[src/rtl/rgb_led_cmd_sched.sv]
// rtl/rgb_led_cmd_sched.sv - UART-driven RGB LED PWM command scheduler
//
// Accepts two-byte commands ('R'/'G'/'B' then a duty byte) from a UART receiver,
// answers each command with a single response byte ('K' accepted, '?' unknown),
// and drives three PWM LED outputs from double-buffered duty registers.
//
// Ports:
//   clk_100p0  system clock, rising edge
//   rst        synchronous reset, active-high
//   rx_data    received byte, valid while rx_valid is high
//   rx_valid   one-cycle receive strobe
//   tx_data    response byte, stable while tx_valid is high
//   tx_valid   response byte available
//   tx_ready   transmitter accepts tx_data on tx_valid & tx_ready
//   led_r/g/b  PWM outputs, active-high
//   busy       command FSM is not idle
//
// PWM_BITS must not exceed 8, since duty values come from one received byte.

module rgb_led_cmd_sched #(
  parameter int PWM_BITS       = 8,
  parameter int TIMEOUT_CYCLES = 1000000
) (
  input  logic       clk_100p0,
  input  logic       rst,
  input  logic [7:0] rx_data,
  input  logic       rx_valid,
  output logic [7:0] tx_data,
  output logic       tx_valid,
  input  logic       tx_ready,
  output logic       led_r,
  output logic       led_g,
  output logic       led_b,
  output logic       busy
);

  localparam logic [1:0] IDLE    = 2'd0;
  localparam logic [1:0] GET_VAL = 2'd1;
  localparam logic [1:0] RESP    = 2'd2;

  localparam logic [1:0] CH_R = 2'd0;
  localparam logic [1:0] CH_G = 2'd1;
  localparam logic [1:0] CH_B = 2'd2;

  localparam logic [7:0] BYTE_R    = 8'h52;
  localparam logic [7:0] BYTE_G    = 8'h47;
  localparam logic [7:0] BYTE_B    = 8'h42;
  localparam logic [7:0] BYTE_ACK  = 8'h4B;
  localparam logic [7:0] BYTE_NACK = 8'h3F;

  localparam int TO_W = $clog2(TIMEOUT_CYCLES + 1);

  logic [1:0]          state;
  logic [1:0]          state_next;
  logic [1:0]          ch_sel;
  logic [TO_W-1:0]     to_cnt;
  logic                to_expired;
  logic                is_chan;
  logic [1:0]          chan_code;

  logic [PWM_BITS-1:0] pwm_cnt;
  logic [PWM_BITS-1:0] pend_r, pend_g, pend_b;
  logic [PWM_BITS-1:0] act_r, act_g, act_b;

  always_comb begin
    is_chan   = 1'b1;
    chan_code = CH_R;
    case (rx_data)
      BYTE_R:  chan_code = CH_R;
      BYTE_G:  chan_code = CH_G;
      BYTE_B:  chan_code = CH_B;
      default: is_chan = 1'b0;
    endcase
  end

  assign to_expired = (to_cnt == TO_W'(TIMEOUT_CYCLES - 1));

  always_comb begin
    state_next = state;
    case (state)
      IDLE: begin
        if (rx_valid) state_next = is_chan ? GET_VAL : RESP;
      end
      GET_VAL: begin
        // A value byte arriving in the expiry cycle still wins over the timeout.
        if (rx_valid)        state_next = RESP;
        else if (to_expired) state_next = IDLE;
      end
      RESP: begin
        if (tx_ready) state_next = IDLE;
      end
      default: state_next = IDLE;
    endcase
  end

  // busy and tx_valid are registered from the next state so they line up
  // exactly with the state register rather than trailing it by a cycle.
  always_ff @(posedge clk_100p0) begin
    if (rst) begin
      state    <= IDLE;
      busy     <= 1'b0;
      tx_valid <= 1'b0;
      tx_data  <= 8'h00;
      ch_sel   <= CH_R;
      to_cnt   <= '0;
      pend_r   <= '0;
      pend_g   <= '0;
      pend_b   <= '0;
    end else begin
      state    <= state_next;
      busy     <= (state_next != IDLE);
      tx_valid <= (state_next == RESP);
      case (state)
        IDLE: begin
          if (rx_valid) begin
            if (is_chan) begin
              ch_sel <= chan_code;
              to_cnt <= '0;
            end else begin
              tx_data <= BYTE_NACK;
            end
          end
        end
        GET_VAL: begin
          if (rx_valid) begin
            tx_data <= BYTE_ACK;
            case (ch_sel)
              CH_R:    pend_r <= rx_data[PWM_BITS-1:0];
              CH_G:    pend_g <= rx_data[PWM_BITS-1:0];
              default: pend_b <= rx_data[PWM_BITS-1:0];
            endcase
          end else if (!to_expired) begin
            to_cnt <= to_cnt + 1'b1;
          end
        end
        default: ;
      endcase
    end
  end

  // Active duties only change on the wrap so each PWM period uses one value.
  always_ff @(posedge clk_100p0) begin
    if (rst) begin
      pwm_cnt <= '0;
      act_r   <= '0;
      act_g   <= '0;
      act_b   <= '0;
      led_r   <= 1'b0;
      led_g   <= 1'b0;
      led_b   <= 1'b0;
    end else begin
      pwm_cnt <= pwm_cnt + 1'b1;
      if (pwm_cnt == {PWM_BITS{1'b1}}) begin
        act_r <= pend_r;
        act_g <= pend_g;
        act_b <= pend_b;
      end
      led_r <= (pwm_cnt < act_r);
      led_g <= (pwm_cnt < act_g);
      led_b <= (pwm_cnt < act_b);
    end
  end

endmodule

[config.mk]
export PLATFORM = sky130hd
export DESIGN_NAME = rgb_led_cmd_sched
export DESIGN_NICKNAME = d
export VERILOG_FILES = /design/src/rtl/rgb_led_cmd_sched.sv
export SDC_FILE = /design/constraint.sdc
export NUM_CORES = 1
export LEC_CHECK = 0
export ABC_AREA = 1
export CAP_MARGIN = 20
export CORE_ASPECT_RATIO = 1.1
export CORE_MARGIN = 10
export CORE_UTILIZATION = 54
export CTS_CLUSTER_SIZE = 16
export DETAILED_ROUTE_END_ITERATION = 16
export PLACE_DENSITY_LB_ADDON = 0.3
export SETUP_SLACK_MARGIN = 0.4
export SLEW_MARGIN = 20
export SYNTH_ARGS = -nofsm -noshare
export SYNTH_HDL_FRONTEND = slang
export SYNTH_SLANG_ARGS = --single-unit
[constraint.sdc]
create_clock -name clk_100p0 -period 1.6 [get_ports clk_100p0]
set_input_delay 0.16 -clock clk_100p0 [delete_from_list [all_inputs] [get_ports clk_100p0]]
set_output_delay 0.16 -clock clk_100p0 [all_outputs]
set_load 0.01 [all_outputs]
# After elaboration in Yosys (flattened, before gate mapping)
# Index checks and enable logic that the tools add are counted.
# word_totals
ff_bits	93
mem_bits_rw	0
elab_cells	66
out_inout_bits	13
latch_bits	0
n_memories	0
rom_bits	0
in_bits	12
# op_classes
n_mul	0
n_addsub	2
n_eq_ne	15
muxes	17
n_shift	0
n_lt_le_gt_ge	3
div	0
reduce_logical	12
bitwise_logic	1
# ops
op	n
$mux 20	4
$pmux 20 s2	1
$eq 8x7->1 const B	3
$lt 8x8->1	3
$mux 8	3
$add 20x1->20 const B	1
$eq 20x20->1 const B	1
$pmux 8 s2	1
$ne 2x2->1 const B	6
$reduce_and 3->1	4
$mux 2	5
$add 8x1->8 const B	1
$eq 8x8->1 const B	1
$pmux 2 s3	1
$reduce_and 5->1	1
$eq 2x1->1 const B	2
$eq 2x2->1 const B	2
$logic_not 2->1	2
$pmux 2 s2	1
$reduce_and 4->1	1
$reduce_bool 2->1	2
$reduce_or 3->1	1
$reduce_or 2->1	1
$mux 1	1
$not 1->1	1

# Longest topological paths before layout
# Gate-level depths: netlist of run 1.
# depth
ltp_word	7
mapped_depth	11
mapped_depth_nobuf	11

# Worst setup path before layout of run 1
# No wires, ideal clock.
# synth_path
path_kind	register -> register
start	register to_cnt[0]
end	register to_cnt[15]
setup_time_ns	0.114
arrival_ns	1.461
setup_slack_ns	0.025
path_buffers	1
stages_incl_launch_ff	10
synth_period_minus_slack_ns	1.575
path_cell_list	dfxtp_1 -> ha_1 -> nand3_1 -> nor2_1 -> nand3_2 -> nand2_4 -> nand2_8 -> buf_6 -> a21oi_1 -> nor2_1
# synth_via
elab_chain_len	4
elab_cells_between_ends	7
classes_between	add/sub (1); eq/ne (2); mux (3); reduce/logical (1)
# synth_lines
element	line_no	source
start: declaration	56	logic [TO_W-1:0] to_cnt;
start signal: assignment	133	to_cnt <= to_cnt + 1'b1;
$add 20x1->20	133	
$mux 20	132	end else if (!to_expired) begin
$mux 20	125	if (rx_valid) begin
$pmux 20 s2	113	case (state)
# Several ways; a longest one is shown, not always the timed one. The select of a mux whose other input is x is not followed.
# A chain may end at the register's enable or synchronous reset.

# Worst setup path after layout of run 1
# layout_path
start	register to_cnt[0]
end	register to_cnt[18]
# The elaborated chain is that of the path after synthesis.

==> results of run 1 <==
## synthesized netlist by cell type, drive strengths merged
master and n:
or2 1, nand3 42, inv 68, a211oi 4
xor2 2, a21oi 71, nand3b 1, conb 1
nand4 7, o21ai 59, and2 1, dfxtp 88
buf 14, ha 23, o21a 1, clkinv 1
nor2 102, o21bai 1, nor3 5, clkbuf 12
nand2 114
## layout make-up
| cell class | count | area [µm²] | area share (%) |
|---|---|---|---|
| clock inverter | 6 | 73.82 | 1.120 |
| clock buffer | 10 | 137.6 | 2.088 |
| timing repair inverter | 2 | 15.01 | 0.2278 |
| sequential | 88 | 1805 | 27.40 |
| multi-input combinational | 444 | 3197 | 48.51 |
| inverter | 69 | 305.3 | 4.633 |
| timing repair buffer | 98 | 920.9 | 13.97 |
| tap | 108 | 135.1 | 2.051 |
## what timing repair did
item	CTS	global route
pin swaps	35	59
buffers inserted	15	20
cloned	8	4
resized for setup	109	176
setup endpoints to repair	92	91
## cells by family after synthesis
family                   after synthesis
AO/OA/AOI/OAI                        136
adder cells (fa/ha/maj)               23
flip-flops                            88
AND/OR/NAND/NOR                      273
buffers and inverters                 95
other                                  1
XOR/XNOR                               2
## power groups by stage
stage / clock, W / combinational (W) / sequential, W
3_5_place_dp: 0 / 0.000313 / 0.00228
2_1_floorplan: 0 / 0.000151 / 0.00229
6_report: 0.00170 / 0.000457 / 0.00223
4_1_cts: 0.00168 / 0.000360 / 0.00223
3_3_place_gp: 0 / 0.000307 / 0.00228
5_1_grt: 0.00179 / 0.000486 / 0.00223
## registers in the layout, indices dropped and copies added (netlist names), 2 cells and up
signal and flops:
act_g 8, pwm_cnt 8, ch_sel 2, pend_r 8, act_b 8, state 2, to_cnt 20, act_r 8
pend_g 8, tx_data 3, pend_b 8
## through the flow
step | hold WS (ns) | power (W) | setup WS, ns | utilization, %
2_1_floorplan | 0.2949 | 0.002444 | 0.1792 | -
3_3_place_gp | 0.4441 | 0.002590 | -0.04642 | 63.38
6_report | 0.2436 | 0.004391 | 0.01586 | 83.29
5_1_grt | 0.2331 | 0.004510 | -0.07359 | 83.29
3_5_place_dp | 0.4543 | 0.002597 | -0.09138 | 63.38
4_1_cts | 0.4671 | 0.004269 | 0.1018 | 73.36
## worst paths after layout
path	startpoint	to	slack (ns)	cells past startpoint
max	to_cnt[0]	to_cnt[18]	0.02	9
min	rx_data[5]	pend_b[5]	0.24	4
max reg2reg	to_cnt[0]	to_cnt[18]	0.02	9
min reg2reg	act_g[6]	act_g[6]	0.48	2
## per-layer routing
layer	GRT usage (%)	wire (µm)	part of all wire (%)
met2	35.31	7941	49
met3	4.392	1330	8.2
met1	23.67	5966	37
met4	8.401	973	6.0
met5	0	0	0
## critical path, stage by stage, from the launching register on
cell and delay, ns:
dfxtp_4 0.38, ha_4 0.16, nand3_4 0.11, inv_2 0.12
nand2_2 0.10, nor2_1 0.18, nand2_1 0.12, nand2_1 0.09
nand3_1 0.10, a21oi_2 0.15
==> impl_results.md, run 1 <==
* Clock tree sinks at 88
* Io pins at 25
* Worst vdd ir at 0.0007258 V
* Core area at 7913 µm²
* Num CTS Buffers at 9
* Worst hold-check path type: in2reg
* Avg Vias per Cell at 5.960
* Root Buffer: clkbuf_8
* CTS H-tree depth at 3
* Buffers on Ports at 23
* Max Cap Violations at 0
* Ranking of synthesized cells by area: dfxtp_1, nand2_1, nor2_1
* Post-route ant nets at 0
* HPWL Detailed at 7.152 mm
* Yosys reg bits at 88
* CP Data Required Time at 1.92 ns
* DRC at 0
* Initial antenna violation count at 0
* Avg Cell Area, Syn at 7.112 µm²
* Die Span X at 106.0 µm
* Setup violations, final at 0
* XOR/XNOR Fraction of Synth Area at 0.3985%
* Startpoint Class: register
* Synth top area share at 40.08%
* DR WL/cell at 19.65 µm
* Final GP Congestion at 0.8924
* P&R area growth vs syn at 49.93%
* Largest family of logic cells by synthesized area: simple AND/OR/NAND/NOR gates
* Synth warn at 0
* Clock Path Buffers at 2
* Slew Limit Fails at 0
* Clock-pin slew on the worst setup and hold paths at 0.10 ns
* Post-DP Area at 5015 µm²
* Hold buffers post-CTS at 0
* Clk_lat worst skew at 0.38 ns
* Sequential share of power at 50.8%
* Num rows at 34
* Mux contribution to synthesized area at 0%
* Fillers at 387
* Final WL at 16.21 mm
* Inserted Diodes at 0
* Simple-gate area share of the yosys netlist at 27.27%
* Grt total ovfl at 0
* Commonest non-fill, non-tap cell in the layout: nand2_1
* 1st-pass router iterations at 5
* Logic pwr share at 10.4%
* Largest net degree at the start of global routing at 64
* Post-Syn Instances at 618
* Routed via count at 4,917
* Fin crit share at 99.01%
* Placed cells at 762
* Initial Util at 55.55%
* Status: completed
* Final instance area at 6590 µm²
* Min cycle time layout at 1.584 ns
* Pwr dens at 666.4 nW/µm²
* Vert. Die Dim at 114.6 µm
* Die area at 12,150 µm²
* Number of nets in the layout at 747
* RSZ-0062 raised after global routing: yes
* Post-synth net total at 653
* Vias in the first global route at 4,323
* CP max FO at 4
* Synth Cell Area at 4395 µm²
* Internal power at 0.003206 W
* Cell variety after synth at 37
* Most frequent cells in the layout: nand2_1, nor2_1, dfxtp_1, buf_4, inv_1
* Synth Area in Adders at 6.547%
* Clock Skew at 0.01505 ns
* Critical path arrival at 1.90 ns
* Setup TNS at 0 ns
* Net Sw Frac at 27.00%
* Fmax at 631.3 MHz
* CTS tree: built
* Global-route wire length before repair at 20.45 mm
* Post-route insts no fill at 825
* Leakage at 2.609 nW
* Initial DRC count at 639
* Area leader, netlist: dfxtp_1
* Switching pwr at 0.001186 W
* Compound-cell area share of the yosys netlist at 16.08%
* Setup CP Type: reg2reg
* Setup crit end kind: register
* Clk pwr share at 38.8%
* Gr usage total at 20.32%
* Share of layout cells above drive strength 1 at 42.68%
* Final hold violation count at 0
* Sequential-to-total area share from yosys stat at 40.08%
Power figures use the tool's default switching activity.
==> inputs of run 2 (changes only) <==
--- a/config.mk
+++ b/config.mk
@@ -6,7 +6,6 @@
 export NUM_CORES = 1
 export LEC_CHECK = 0
 export ABC_AREA = 1
-export CAP_MARGIN = 20
 export CORE_ASPECT_RATIO = 1.1
 export CORE_MARGIN = 10
 export CORE_UTILIZATION = 54
==> constraint.sdc (replaced) <==
create_clock -name clk_100p0 -period 1.6 [get_ports clk_100p0]
set_input_delay 0.48 -clock clk_100p0 [delete_from_list [all_inputs] [get_ports clk_100p0]]
set_output_delay 0.48 -clock clk_100p0 [all_outputs]
set_load 0.01 [all_outputs]
==> impl_results.md, run 2 (same netlist as run 1, synthesis figures left out) <==
* Initial antenna violation count at 1 (was 0)
* Die area at 12,150 µm² (unchanged)
* Critical path cell sequence: nand2_1, nor2_1, nand3_1, nand2_1, nand2_1, nor2_2, nand2_2, a21oi_2 (was ha_4, nand3_4, inv_2, nand2_2, nor2_1, nand2_1, nand2_1, nand3_1, a21oi_2)
* HPWL Detailed at 7.715 mm (was 7.152 mm)
* Inserted Diodes at 0 (unchanged)
* Num rows at 34 (unchanged)
* Final GP Congestion at 0.9299 (was 0.8924)
* Final WL at 21.13 mm (was 16.21 mm)
* Internal power at 0.003246 W (was 0.003206 W)
* Pwr dens at 649.5 nW/µm² (was 666.4 nW/µm²)
* Setup crit end kind: register (unchanged)
* Failing checks: negative setup slack
* Min cycle time layout at 1.756 ns (was 1.584 ns)
* Max Cap Violations at 0 (unchanged)
* Worst reg2reg path endpoint: to_cnt[12] (was to_cnt[18])
* Sequential share of power at 48.8% (was 50.8%)
* Clock tree sinks at 88 (unchanged)
* CTS tree: built (unchanged)
* Critical path arrival at 2.05 ns (was 1.90 ns)
* Startpoint Class: register (unchanged)
* Buffers on Ports at 23 (unchanged)
* P&R area growth vs syn at 60.40% (was 49.93%)
* Design Power at 0.004579 W (was 0.004391 W)
* CTS H-tree depth at 3 (unchanged)
* Gr usage total at 24.87% (was 20.32%)
* Vias in the first global route at 4,972 (was 4,323)
* Post-route ant nets at 0 (unchanged)
* Routed via count at 5,648 (was 4,917)
* Status: finished with violations (was completed)
* Switching pwr at 0.001334 W (was 0.001186 W)
* Vert. Die Dim at 114.6 µm (unchanged)
* Clk_lat worst skew at 0.39 ns (was 0.38 ns)
* Max reg flops at 20 (unchanged)
* Largest net degree at the start of global routing at 28 (was 64)
* Io pins at 25 (unchanged)
* Worst vdd ir at 0.0006334 V (was 0.0007258 V)
* Top reg by flops: to_cnt (unchanged)
* DR WL/cell at 25.07 µm (was 19.65 µm)
* Num CTS Buffers at 9 (unchanged)
* Slew Limit Fails at 0 (unchanged)
* 1st-pass router iterations at 11 (was 5)
* Net Sw Frac at 29.13% (was 27.00%)
* Root Buffer: clkbuf_8 (unchanged)
* Setup CP Type: reg2reg (unchanged)
* Setup violations, final at 10 (was 0)
* Fmax at 569.4 MHz (was 631.3 MHz)
* R2R setup slack at -0.16 ns (was 0.02 ns)
* Core area at 7913 µm² (unchanged)
* Avg Vias per Cell at 6.700 (was 5.960)
* Commonest non-fill, non-tap cell in the layout: nand2_1 (unchanged)
* Hold buffers post-CTS at 0 (unchanged)
* Post-Route Utilization at 89.11% (was 83.29%)
* Crit path largest cell delay at 0.41 ns (was 0.38 ns)
* Clock Path Buffers at 2 (unchanged)
* Initial Util at 55.55% (unchanged)
* Grt total ovfl at 0 (unchanged)
* Post-DP Area at 5149 µm² (was 5015 µm²)
* Final hold violation count at 0 (unchanged)
* RSZ-0062 raised after global routing: yes (unchanged)
* CP max FO at 5 (was 4)
* Share of layout cells above drive strength 1 at 55.10% (was 42.68%)
* Most frequent cells in the layout: nand2_1, nor2_1, buf_4, dfxtp_1, a21oi_2 (was nand2_1, nor2_1, dfxtp_1, buf_4, inv_1)
* DRC at 0 (unchanged)
* Number of nets in the layout at 765 (was 747)
* Logic pwr share at 12.7% (was 10.4%)
* Setup WS post-layout at -0.1563 ns (was 0.01586 ns)
* Crit-path most repeated cell: nand2_1 (unchanged)
* CP startpoint: to_cnt[8] (was to_cnt[0])
* Leakage at 2.803 nW (was 2.609 nW)
* Slowest CP cell: dfxtp_2 (was dfxtp_4)
* R2r worst-path depth at 8 (was 9)
* Clk pwr share at 38.4% (was 38.8%)
* Worst setup path end: to_cnt[12] (was to_cnt[18])
* RR Startpoint: to_cnt[8] (was to_cnt[0])
* Fin crit share at 109.8% (was 99.01%)
* CP Data Required Time at 1.89 ns (was 1.92 ns)
* Global-route wire length before repair at 24.57 mm (was 20.45 mm)
* Clock-pin slew on the worst setup and hold paths at 0.11 ns (was 0.10 ns)
* Initial DRC count at 705 (was 639)
* Final instance area at 7051 µm² (was 6590 µm²)
* Worst hold-check path type: reg2reg (was in2reg)
* Die Span X at 106.0 µm (unchanged)
* Clock Skew at 0.01420 ns (was 0.01505 ns)
-- run 2: layer usage --
layer	vias to the layer above	wire (µm)	GRT usage, %	part of all wire (%)
met1	2541	6862	27.27	32
met3	280	2390	4.561	11
li1	2262	-	-	-
met5	-	13	0	0.062
met2	563	9483	43.98	45
met4	2	2382	14.45	11
-- run 2: layout make-up --
type,instances,area (µm²)
Sequential cell,88,1829
Multi-Input combinational cell,445,3422
Clock inverter,7,83.83
Tap cell,108,135.1
Timing Repair inverter,2,15.01
Fill cell,300,862.1
Timing Repair Buffer,115,1110
Inverter,69,331.6
Clock buffer,9,123.9
-- run 2: worst min path at each step --
stage	startpoint	to	slack (ns)	depth (start not counted)
5_1_grt	tx_data[6]	tx_data[6]	0.49	2
3_3_place_gp	act_r[3]	act_r[3]	0.45	2
4_1_cts	act_r[4]	act_r[4]	0.47	2
3_5_place_dp	act_b[6]	act_b[6]	0.46	2
2_1_floorplan	pwm_cnt[0]	pwm_cnt[0]	0.43	1
6_report	tx_data[6]	tx_data[6]	0.47	2
-- run 2: worst max-delay path, delay by kind of cell (launching register included) --
family             cells  cell delay, ns
DFF                    1            0.41
AOI/OAI and AO/OA      1            0.21
and+or+nand+nor        7            1.04
-- run 2: repair_timing --
action | 4_1_cts | 5_1_grt
gates cloned | 13 | 4
setup endpoints to repair | 96 | 96
gates resized for setup | 234 | 192
setup buffers | 29 | 11
pin swaps | 55 | 60
-- run 2: power by group through the flow --
stage | Combinational [W] | Sequential (W) | Clock (W)
global placement | 0.000335 | 0.00228 | 0
CTS | 0.000440 | 0.00223 | 0.00166
global route | 0.000608 | 0.00224 | 0.00182
detailed placement | 0.000346 | 0.00228 | 0
finish | 0.000583 | 0.00224 | 0.00176
floorplan | 0.000163 | 0.00229 | 0
-- run 2: per-stage QoR --
step | worst slack [ns] | instances | TNS (ns) | hold WS, ns
after floorplan | 0.1792 | 618 | 0 | 0.4280
after CTS | 0.1230 | 828 | 0 | 0.4698
after detailed placement | -0.4891 | 770 | -19.59 | 0.4551
after global routing | -0.3130 | 843 | -2.042 | 0.4914
after global placement | -0.4387 | 770 | -15.49 | 0.4487
final | -0.1563 | 843 | -0.4502 | 0.4749
